`config.mk`:
```
export PLATFORM = sky130hd
export DESIGN_NAME = spi_sd_responder_flat
export DESIGN_NICKNAME = d
export VERILOG_FILES = /design/src/rtl/spi_sd_pkg.sv /design/src/rtl/spi_sd_responder_if.sv /design/src/rtl/spi_sd_crc7.sv /design/src/rtl/spi_sd_responder.sv /design/src/flat_wrapper.sv
export SDC_FILE = /design/constraint.sdc
export NUM_CORES = 1
export LEC_CHECK = 0
export CORE_ASPECT_RATIO = 1.75
export CORE_MARGIN = 2
export CORE_UTILIZATION = 40
export CTS_CLUSTER_SIZE = 10
export DETAILED_ROUTE_END_ITERATION = 7
export PLACE_DENSITY = 0.69
export SYNTH_ARGS = -nofsm -noshare
export SYNTH_HDL_FRONTEND = slang
export SYNTH_SLANG_ARGS = --single-unit
```
`constraint.sdc`:
```
create_clock -name clk -period 1.81 [get_ports clk]
set_input_delay 0.4525 -clock clk [delete_from_list [all_inputs] [get_ports clk]]
set_output_delay 0.4525 -clock clk [all_outputs]
set_load 0.05 [all_outputs]
```
`src/rtl/spi_sd_pkg.sv`:
```
`default_nettype none
// +----------------------------------------------------------------------+
// | spi_sd_pkg                                                           |
// | Shared types and constants for the SD-over-SPI card-side responder.  |
// | Revision: 1.0                                                        |
// +----------------------------------------------------------------------+
package spi_sd_pkg;

  typedef enum logic [2:0] {
    IDLE     = 3'd0,
    CMD      = 3'd1,
    WAIT_CMD = 3'd2,
    WAIT_RSP = 3'd3,
    NCR      = 3'd4,
    RESP     = 3'd5
  } state_t;

  localparam logic [7:0] R1_IDLE    = 8'h01;
  localparam logic [7:0] R1_CRC_ERR = 8'h08;
  localparam logic [7:0] FILL_BYTE  = 8'hFF;
  localparam int         CMD_LEN    = 6;

endpackage
`default_nettype wire

```
`src/rtl/spi_sd_responder_if.sv`:
```
`default_nettype none
// +----------------------------------------------------------------------+
// | spi_sd_responder_if                                                  |
// | SPI pins plus command/response handshake of the SD responder.        |
// | Revision: 1.0                                                        |
// +----------------------------------------------------------------------+
interface spi_sd_responder_if;
  logic        sd_clk;
  logic        sd_mosi;
  logic        sd_cs_n;
  logic        sd_miso;
  logic        sd_miso_oe;
  logic        cmd_valid;
  logic        cmd_ready;
  logic [5:0]  cmd_index;
  logic [31:0] cmd_arg;
  logic [6:0]  cmd_crc;
  logic        rsp_valid;
  logic [7:0]  rsp_data;
  logic        rsp_ready;

  // Host side: drives SPI pins and the user handshake inputs
  modport master (
    output sd_clk, sd_mosi, sd_cs_n, cmd_ready, rsp_valid, rsp_data,
    input  sd_miso, sd_miso_oe, cmd_valid, cmd_index, cmd_arg, cmd_crc, rsp_ready
  );

  modport slave (
    input  sd_clk, sd_mosi, sd_cs_n, cmd_ready, rsp_valid, rsp_data,
    output sd_miso, sd_miso_oe, cmd_valid, cmd_index, cmd_arg, cmd_crc, rsp_ready
  );
endinterface
`default_nettype wire

```
`src/rtl/spi_sd_crc7.sv`:
```
`default_nettype none
// +----------------------------------------------------------------------+
// | spi_sd_crc7                                                          |
// | Serial-in CRC7 (x^7 + x^3 + 1, init 0) with clear and enable.        |
// | Revision: 1.0                                                        |
// +----------------------------------------------------------------------+
module spi_sd_crc7 (
  input  logic       clk,
  input  logic       rst_n,
  input  logic       i_clr,
  input  logic       i_en,
  input  logic       i_bit,
  output logic [6:0] o_crc
);

  logic [6:0] r_crc;
  logic       w_fb;

  assign w_fb  = i_bit ^ r_crc[6];
  assign o_crc = r_crc;

  always_ff @(posedge clk or negedge rst_n) begin
    if (!rst_n) begin
      r_crc <= '0;
    end else if (i_clr) begin
      r_crc <= '0;
    end else if (i_en) begin
      r_crc <= {r_crc[5:0], w_fb} ^ {3'b000, w_fb, 3'b000};
    end
  end

endmodule
`default_nettype wire

```
`src/rtl/spi_sd_responder.sv`:
```
`default_nettype none
// +----------------------------------------------------------------------+
// | spi_sd_responder                                                     |
// | SPI mode-0 SD card-side responder: frames 6-byte commands, hands     |
// | them to user logic, returns R1 after NCR filler bytes.               |
// | Optional: SPI_SD_RESPONDER_CRC7_EN checks the command CRC7.          |
// | Revision: 1.0                                                        |
// +----------------------------------------------------------------------+
module spi_sd_responder
  import spi_sd_pkg::*;
#(
  parameter int NCR_BYTES   = 1,
  parameter int SYNC_STAGES = 2
) (
  input  logic               clk,
  input  logic               rst_n,
  spi_sd_responder_if.slave  bus
);

  logic [SYNC_STAGES-1:0] r_sclk_sync, r_mosi_sync, r_csn_sync;
  logic                   r_sclk_d, r_csn_d;
  logic                   w_sclk, w_mosi, w_csn;
  logic                   w_rise, w_fall, w_cs_fall, w_byte_done;

  state_t      r_state, w_state_next;
  logic [2:0]  r_cnt;
  logic [6:0]  r_rx;
  logic [7:0]  r_tx;
  logic [2:0]  r_byte_idx;
  logic [3:0]  r_ncr_cnt;
  logic        r_rsp_have;
  logic [7:0]  r_rsp_data;
  logic [5:0]  r_cmd_index;
  logic [31:0] r_cmd_arg;
  logic [6:0]  r_cmd_crc;

  logic [7:0]  w_rx_byte, w_tx_load;
  logic        w_start, w_last_cmd_byte, w_ncr_met, w_crc_bad;
  logic        w_cmd_valid, w_rsp_ready, w_cmd_fire, w_rsp_fire;

  always_ff @(posedge clk or negedge rst_n) begin
    if (!rst_n) begin
      r_sclk_sync <= '0;
      r_mosi_sync <= '1;
      r_csn_sync  <= '1;
      r_sclk_d    <= 1'b0;
      r_csn_d     <= 1'b1;
    end else begin
      r_sclk_sync <= {r_sclk_sync[SYNC_STAGES-2:0], bus.sd_clk};
      r_mosi_sync <= {r_mosi_sync[SYNC_STAGES-2:0], bus.sd_mosi};
      r_csn_sync  <= {r_csn_sync[SYNC_STAGES-2:0], bus.sd_cs_n};
      r_sclk_d    <= w_sclk;
      r_csn_d     <= w_csn;
    end
  end

  assign w_sclk      = r_sclk_sync[SYNC_STAGES-1];
  assign w_mosi      = r_mosi_sync[SYNC_STAGES-1];
  assign w_csn       = r_csn_sync[SYNC_STAGES-1];
  assign w_rise      = w_sclk & ~r_sclk_d & ~w_csn;
  assign w_fall      = ~w_sclk & r_sclk_d & ~w_csn;
  assign w_cs_fall   = r_csn_d & ~w_csn;
  assign w_byte_done = w_rise && (r_cnt == 3'd7);

  assign w_rx_byte       = {r_rx, w_mosi};
  assign w_start         = (w_rx_byte[7:6] == 2'b01);
  assign w_last_cmd_byte = (r_byte_idx == 3'(CMD_LEN - 1));
  // The byte finishing at this boundary counts toward the NCR fill
  assign w_ncr_met       = (r_ncr_cnt >= 4'(NCR_BYTES - 1));

`ifdef SPI_SD_RESPONDER_CRC7_EN
  logic       w_crc_clr, w_crc_en;
  logic [6:0] w_crc;

  // Bits of byte 0 are accumulated speculatively while IDLE; a non-start byte clears them
  assign w_crc_en  = w_rise && ((r_state == IDLE) || ((r_state == CMD) && !w_last_cmd_byte));
  assign w_crc_clr = w_csn || (w_byte_done && (r_state != CMD) && !((r_state == IDLE) && w_start));
  assign w_crc_bad = (w_rx_byte[7:1] != w_crc);

  spi_sd_crc7 u_crc7 (
    .clk   (clk),
    .rst_n (rst_n),
    .i_clr (w_crc_clr),
    .i_en  (w_crc_en),
    .i_bit (w_mosi),
    .o_crc (w_crc)
  );
`else
  assign w_crc_bad = 1'b0;
`endif

  // State register
  always_ff @(posedge clk or negedge rst_n) begin
    if (!rst_n) r_state <= IDLE;
    else        r_state <= w_state_next;
  end

  // Next-state logic; CS high aborts from anywhere
  always_comb begin
    w_state_next = r_state;
    if (w_csn) begin
      w_state_next = IDLE;
    end else begin
      case (r_state)
        IDLE:     if (w_byte_done && w_start) w_state_next = CMD;
        CMD:      if (w_byte_done && w_last_cmd_byte) w_state_next = w_crc_bad ? NCR : WAIT_CMD;
        WAIT_CMD: if (w_cmd_fire) w_state_next = WAIT_RSP;
        WAIT_RSP: if (w_rsp_fire) w_state_next = NCR;
        NCR:      if (w_byte_done && r_rsp_have && w_ncr_met) w_state_next = RESP;
        RESP:     if (w_byte_done) w_state_next = IDLE;
        default:  w_state_next = IDLE;
      endcase
    end
  end

  // Outputs; handshakes are masked during CS high so an abort never completes one
  always_comb begin
    w_cmd_valid = (r_state == WAIT_CMD) && !w_csn;
    w_rsp_ready = (r_state == WAIT_RSP) && !w_csn;
    w_tx_load   = FILL_BYTE;
    if ((r_state == NCR) && r_rsp_have && w_ncr_met) w_tx_load = r_rsp_data;
  end

  assign w_cmd_fire = w_cmd_valid && bus.cmd_ready;
  assign w_rsp_fire = w_rsp_ready && bus.rsp_valid;

  always_ff @(posedge clk or negedge rst_n) begin
    if (!rst_n) begin
      r_cnt       <= '0;
      r_rx        <= '0;
      r_tx        <= FILL_BYTE;
      r_byte_idx  <= '0;
      r_ncr_cnt   <= '0;
      r_rsp_have  <= 1'b0;
      r_rsp_data  <= '0;
      r_cmd_index <= '0;
      r_cmd_arg   <= '0;
      r_cmd_crc   <= '0;
    end else if (w_csn) begin
      r_cnt      <= '0;
      r_tx       <= FILL_BYTE;
      r_rsp_have <= 1'b0;
    end else begin
      if (w_cs_fall) begin
        r_cnt <= '0;
        r_tx  <= FILL_BYTE;
      end else if (w_rise) begin
        r_cnt <= r_cnt + 3'd1;
        r_rx  <= w_rx_byte[6:0];
        if (w_byte_done) r_tx <= w_tx_load;
      end else if (w_fall && (r_cnt != 3'd0)) begin
        // Skipped right after a boundary so the freshly loaded MSB stays on MISO
        r_tx <= {r_tx[6:0], 1'b1};
      end

      if (w_byte_done) begin
        case (r_state)
          IDLE: begin
            if (w_start) begin
              r_cmd_index <= w_rx_byte[5:0];
              r_byte_idx  <= 3'd1;
            end
          end
          CMD: begin
            if (!w_last_cmd_byte) begin
              r_cmd_arg  <= {r_cmd_arg[23:0], w_rx_byte};
              r_byte_idx <= r_byte_idx + 3'd1;
            end else begin
              r_cmd_crc <= w_rx_byte[7:1];
              r_ncr_cnt <= '0;
              if (w_crc_bad) begin
                r_rsp_have <= 1'b1;
                r_rsp_data <= R1_IDLE | R1_CRC_ERR;
              end
            end
          end
          WAIT_CMD, WAIT_RSP, NCR: begin
            if (r_ncr_cnt != 4'hF) r_ncr_cnt <= r_ncr_cnt + 4'd1;
          end
          default: ;
        endcase
      end

      if (w_rsp_fire) begin
        r_rsp_have <= 1'b1;
        r_rsp_data <= bus.rsp_data;
      end
      if ((r_state == NCR) && (w_state_next == RESP)) r_rsp_have <= 1'b0;
    end
  end

  assign bus.sd_miso_oe = ~w_csn;
  assign bus.sd_miso    = w_csn ? 1'b1 : r_tx[7];
  assign bus.cmd_valid  = w_cmd_valid;
  assign bus.rsp_ready  = w_rsp_ready;
  assign bus.cmd_index  = r_cmd_index;
  assign bus.cmd_arg    = r_cmd_arg;
  assign bus.cmd_crc    = r_cmd_crc;

endmodule
`default_nettype wire
```
`src/flat_wrapper.sv`:
```
// flat-port wrapper written by rule: the top's interface ports become plain ports
module spi_sd_responder_flat import spi_sd_pkg::*;
#(
  parameter int NCR_BYTES   = 1,
  parameter int SYNC_STAGES = 2
)
  (clk, rst_n, bus_sd_clk, bus_sd_mosi, bus_sd_cs_n, bus_cmd_ready, bus_rsp_valid, bus_rsp_data, bus_sd_miso, bus_sd_miso_oe, bus_cmd_valid, bus_cmd_index, bus_cmd_arg, bus_cmd_crc, bus_rsp_ready);
  spi_sd_responder_if bus_i ();
  input  logic clk;
  input  logic rst_n;
  input wire logic [$bits(bus_i.sd_clk)-1:0] bus_sd_clk;
  input wire logic [$bits(bus_i.sd_mosi)-1:0] bus_sd_mosi;
  input wire logic [$bits(bus_i.sd_cs_n)-1:0] bus_sd_cs_n;
  input wire logic [$bits(bus_i.cmd_ready)-1:0] bus_cmd_ready;
  input wire logic [$bits(bus_i.rsp_valid)-1:0] bus_rsp_valid;
  input wire logic [$bits(bus_i.rsp_data)-1:0] bus_rsp_data;
  output wire logic [$bits(bus_i.sd_miso)-1:0] bus_sd_miso;
  output wire logic [$bits(bus_i.sd_miso_oe)-1:0] bus_sd_miso_oe;
  output wire logic [$bits(bus_i.cmd_valid)-1:0] bus_cmd_valid;
  output wire logic [$bits(bus_i.cmd_index)-1:0] bus_cmd_index;
  output wire logic [$bits(bus_i.cmd_arg)-1:0] bus_cmd_arg;
  output wire logic [$bits(bus_i.cmd_crc)-1:0] bus_cmd_crc;
  output wire logic [$bits(bus_i.rsp_ready)-1:0] bus_rsp_ready;
  assign bus_i.sd_clk = bus_sd_clk;
  assign bus_i.sd_mosi = bus_sd_mosi;
  assign bus_i.sd_cs_n = bus_sd_cs_n;
  assign bus_i.cmd_ready = bus_cmd_ready;
  assign bus_i.rsp_valid = bus_rsp_valid;
  assign bus_i.rsp_data = bus_rsp_data;
  assign bus_sd_miso = bus_i.sd_miso;
  assign bus_sd_miso_oe = bus_i.sd_miso_oe;
  assign bus_cmd_valid = bus_i.cmd_valid;
  assign bus_cmd_index = bus_i.cmd_index;
  assign bus_cmd_arg = bus_i.cmd_arg;
  assign bus_cmd_crc = bus_i.cmd_crc;
  assign bus_rsp_ready = bus_i.rsp_ready;
  spi_sd_responder #(.NCR_BYTES(NCR_BYTES), .SYNC_STAGES(SYNC_STAGES)) u_core (.clk(clk), .rst_n(rst_n), .bus(bus_i));
endmodule
```
==> impl_results.md <==
* GR Layer Usage met1 at 0.1903
* Most common cell after layout, fill and taps aside: dfrtp_1
* Syn Nets at 280
* Gate power share at 0.044
* Gr usage total at 0.1583
* Final Max Tran Viols at 0
* PortBufs at 63
* Via Count at 2302
* Most frequent cells in the layout: dfrtp_1 (73), buf_4 (68), mux2_2 (60)
* Post-route ant nets at 0
* Reg2reg setup slack at 80 ps
* Pwr/cell area at 843.8 nW/um^2
* Critical Path Source Type: flip-flop
* Sequential share of power at 0.509
* NetSw at 877.0 uW
* P_int at 3.148 mW
* Final WS setup at 31.66 ps
* Final core area utilization at 0.5501
* Die height at 128.9 microns
* Worst slew margin at 0.7069
* Grt total ovfl at 0
* Post-synthesis sequential area ratio at 0.6081
* Worst EP required at 1360 ps
* Worst-Margin Slew at 438.1 ps
* Post-Synthesis Cells at 260
* Final Cycle Share at 0.9825
* Clk root buf: clkbuf_16
* Routed len/inst at 14.68 microns
* Crit path kind: reg2out
* Core Box Area at 8671 sq um
* Ys Warns at 0
* Ant diodes at 0
* # DRC at 0
* Busiest grt layer: met2
* Die width at 75.38 microns
* Synth-to-Final Area Change at 33.75%
* Number of synthesized flops with an enable pin at 0
* Hold_buf cts at 0
* Final hold vios at 0
* Via density at 4.887
* Post-DP Area at 4384 sq um
* Sw frac at 0.2179
* Htree depth at 3
* DP Wirelength at 4962 microns
* Num rows at 45
* Netlist cell types at 36
* Num CTS Buffers at 9
* CTS tree: yes
* Initial core utilization at 0.4113
* Leak pwr at 2.388 nW
* GP Congestion at 0.8139
* Average instance area after synthesis at 13.72 sq um
* Layout cells sized above 1 at 0.5056
* Hold crit path type: in2async
* Max frequency at 0.5623 GHz
* Worst VDD drop at 475.7 uV
* Seq cells post-synth at 86
* Starting DRC count in detailed routing at 120
* CP max FO at 7
* Worst slack at placement at -23.96 ps
* Die ar. at 9716 sq um
* Nets at 369
* Post-Syn Area at 3566 sq um
* Clock network power share at 0.447
* Met3 Use GR at 0.03994
* Global-route wire length before repair at 11610 microns
* Ys flop type: dfrtp_1
* Synth async-reset ratio at 1.000
* Final wirelength at 6916 microns
* Initial antenna violation count at 0
* Longest Clk Path Bufs at 2
* Status: finished clean
* Post-route cell area at 4770 sq um
* Power consumption at 4.025 mW
* Clock Skews at 6.172 ps
* Drt pass-1 iters at 4
* Met2 Use GR at 0.2614
* Worst EP arrival at 1330 ps
* RSZ-0062 raised after global routing: yes
* Vias in the first global route at 2419
* Total negative slack at 0 ps
* Largest net degree at the start of global routing at 39
* Clk sinks at 86
* Clock transition at path regs at 60 ps
* Setup violations, final at 0
* Setup crit end kind: output pin
* Worst skew pair latency at 330 ps
* Max-Cap Viols at 0
* Minimum clock period at 1778 ps
* Boundary Pins at 64
[critical path: stages (launching register included)]
cell and delay, ps:
dfstp_2 400, nand2b_4 180, nor3_4 250, buf_12 170
[cell families after synthesis]
kind of cell             after synthesis  share of synthesized area
XOR/XNOR                               1                   0.002457
buffers and inverters                 22                    0.03228
multiplexers                          61                     0.1923
flip-flops                            86                     0.6081
AND/OR/NAND/NOR                       51                    0.08492
adder cells (fa/ha/maj)                5                    0.01754
AO/OA/AOI/OAI                         34                    0.06246
[registers in the layout, summed over array words and instances, names as in the netlist]
signal and count:
u_core.r_tx 8, u_core.r_csn_sync 2, u_core.r_csn_d 1, u_core.r_state 3
u_core.r_rx 7, u_core.r_sclk_d 1, u_core.r_mosi_sync 2, u_core.r_sclk_sync 2
u_core.r_byte_idx 3, u_core.r_cnt 3, u_core.bus.cmd_arg 32, u_core.r_rsp_have 1
u_core.bus.cmd_crc 7, u_core.bus.cmd_index 6, u_core.r_rsp_data 8
[synthesized netlist by cell type (2+ instances only)]
cell type / instances / area share
dfrtp_1: 73 / 0.51
buf_2: 2 / 0.0028
o21ai_0: 5 / 0.0070
and3_1: 2 / 0.0035
buf_6: 4 / 0.013
clkbuf_1: 3 / 0.0032
a21oi_1: 15 / 0.021
inv_1: 13 / 0.014
dfstp_2: 13 / 0.096
nand2b_1: 4 / 0.0070
o221ai_1: 7 / 0.017
ha_1: 5 / 0.018
nand2_1: 10 / 0.011
nor2b_1: 4 / 0.0070
nor3_1: 5 / 0.0070
nor2_1: 16 / 0.017
mux2_2: 60 / 0.19
[metal layers]
layer	vias to the layer above	wire [microns]
li1	1090	-
met5	-	0
met1	1155	2805
met2	46	3668
met4	0	157
met3	11	285
[power groups by stage]
stage / clock network, mW / logic (mW) / registers, mW
finish: 1.80 / 0.177 / 2.05
global route: 1.92 / 0.197 / 2.06
CTS: 1.84 / 0.177 / 2.05
detailed placement: 0 / 0.172 / 2.08
global placement: 0 / 0.168 / 2.08
floorplan: 0 / 0.0779 / 2.05
[layout make-up]
class	count	area, sq um
timing repair buffer	87	752.0
sequential	86	2168
multi-input combinational	152	1364
inverter	13	48.80
clock buffer	11	232.7
fill	771	3901
tap	117	146.4
clock inverter	5	57.56
[final timing paths]
kind,cells past startpoint,to,start
setup reg to reg,7,u_core.r_byte_idx[1],u_core.r_cnt[0]
setup / recovery,3,bus_cmd_valid,u_core.r_csn_sync[1]
min in group clk,0,u_core.r_sclk_sync[1],u_core.r_sclk_sync[0]
hold reg to reg,0,u_core.r_sclk_sync[1],u_core.r_sclk_sync[0]
hold / removal,1,u_core.bus.cmd_index[0],rst_n
max in group asynchronous,2,u_core.r_tx[5],rst_n
[through the flow]
stage / std cells / hold slack (ps)
final: 471 / 18.68
after global routing: 471 / 38.03
after CTS: 468 / 22.21
after detailed placement: 452 / 334.7
after global placement: 452 / 335.2
after floorplan: 260 / 156.9
[timing repair]
item | 4_1_cts | 5_1_grt
gates resized for setup | 7 | 11
endpoints found under the setup margin | 9 | 50
setup buffers | 1 | 3
pin swaps | 0 | 4
(Power assumes the default switching activity.)
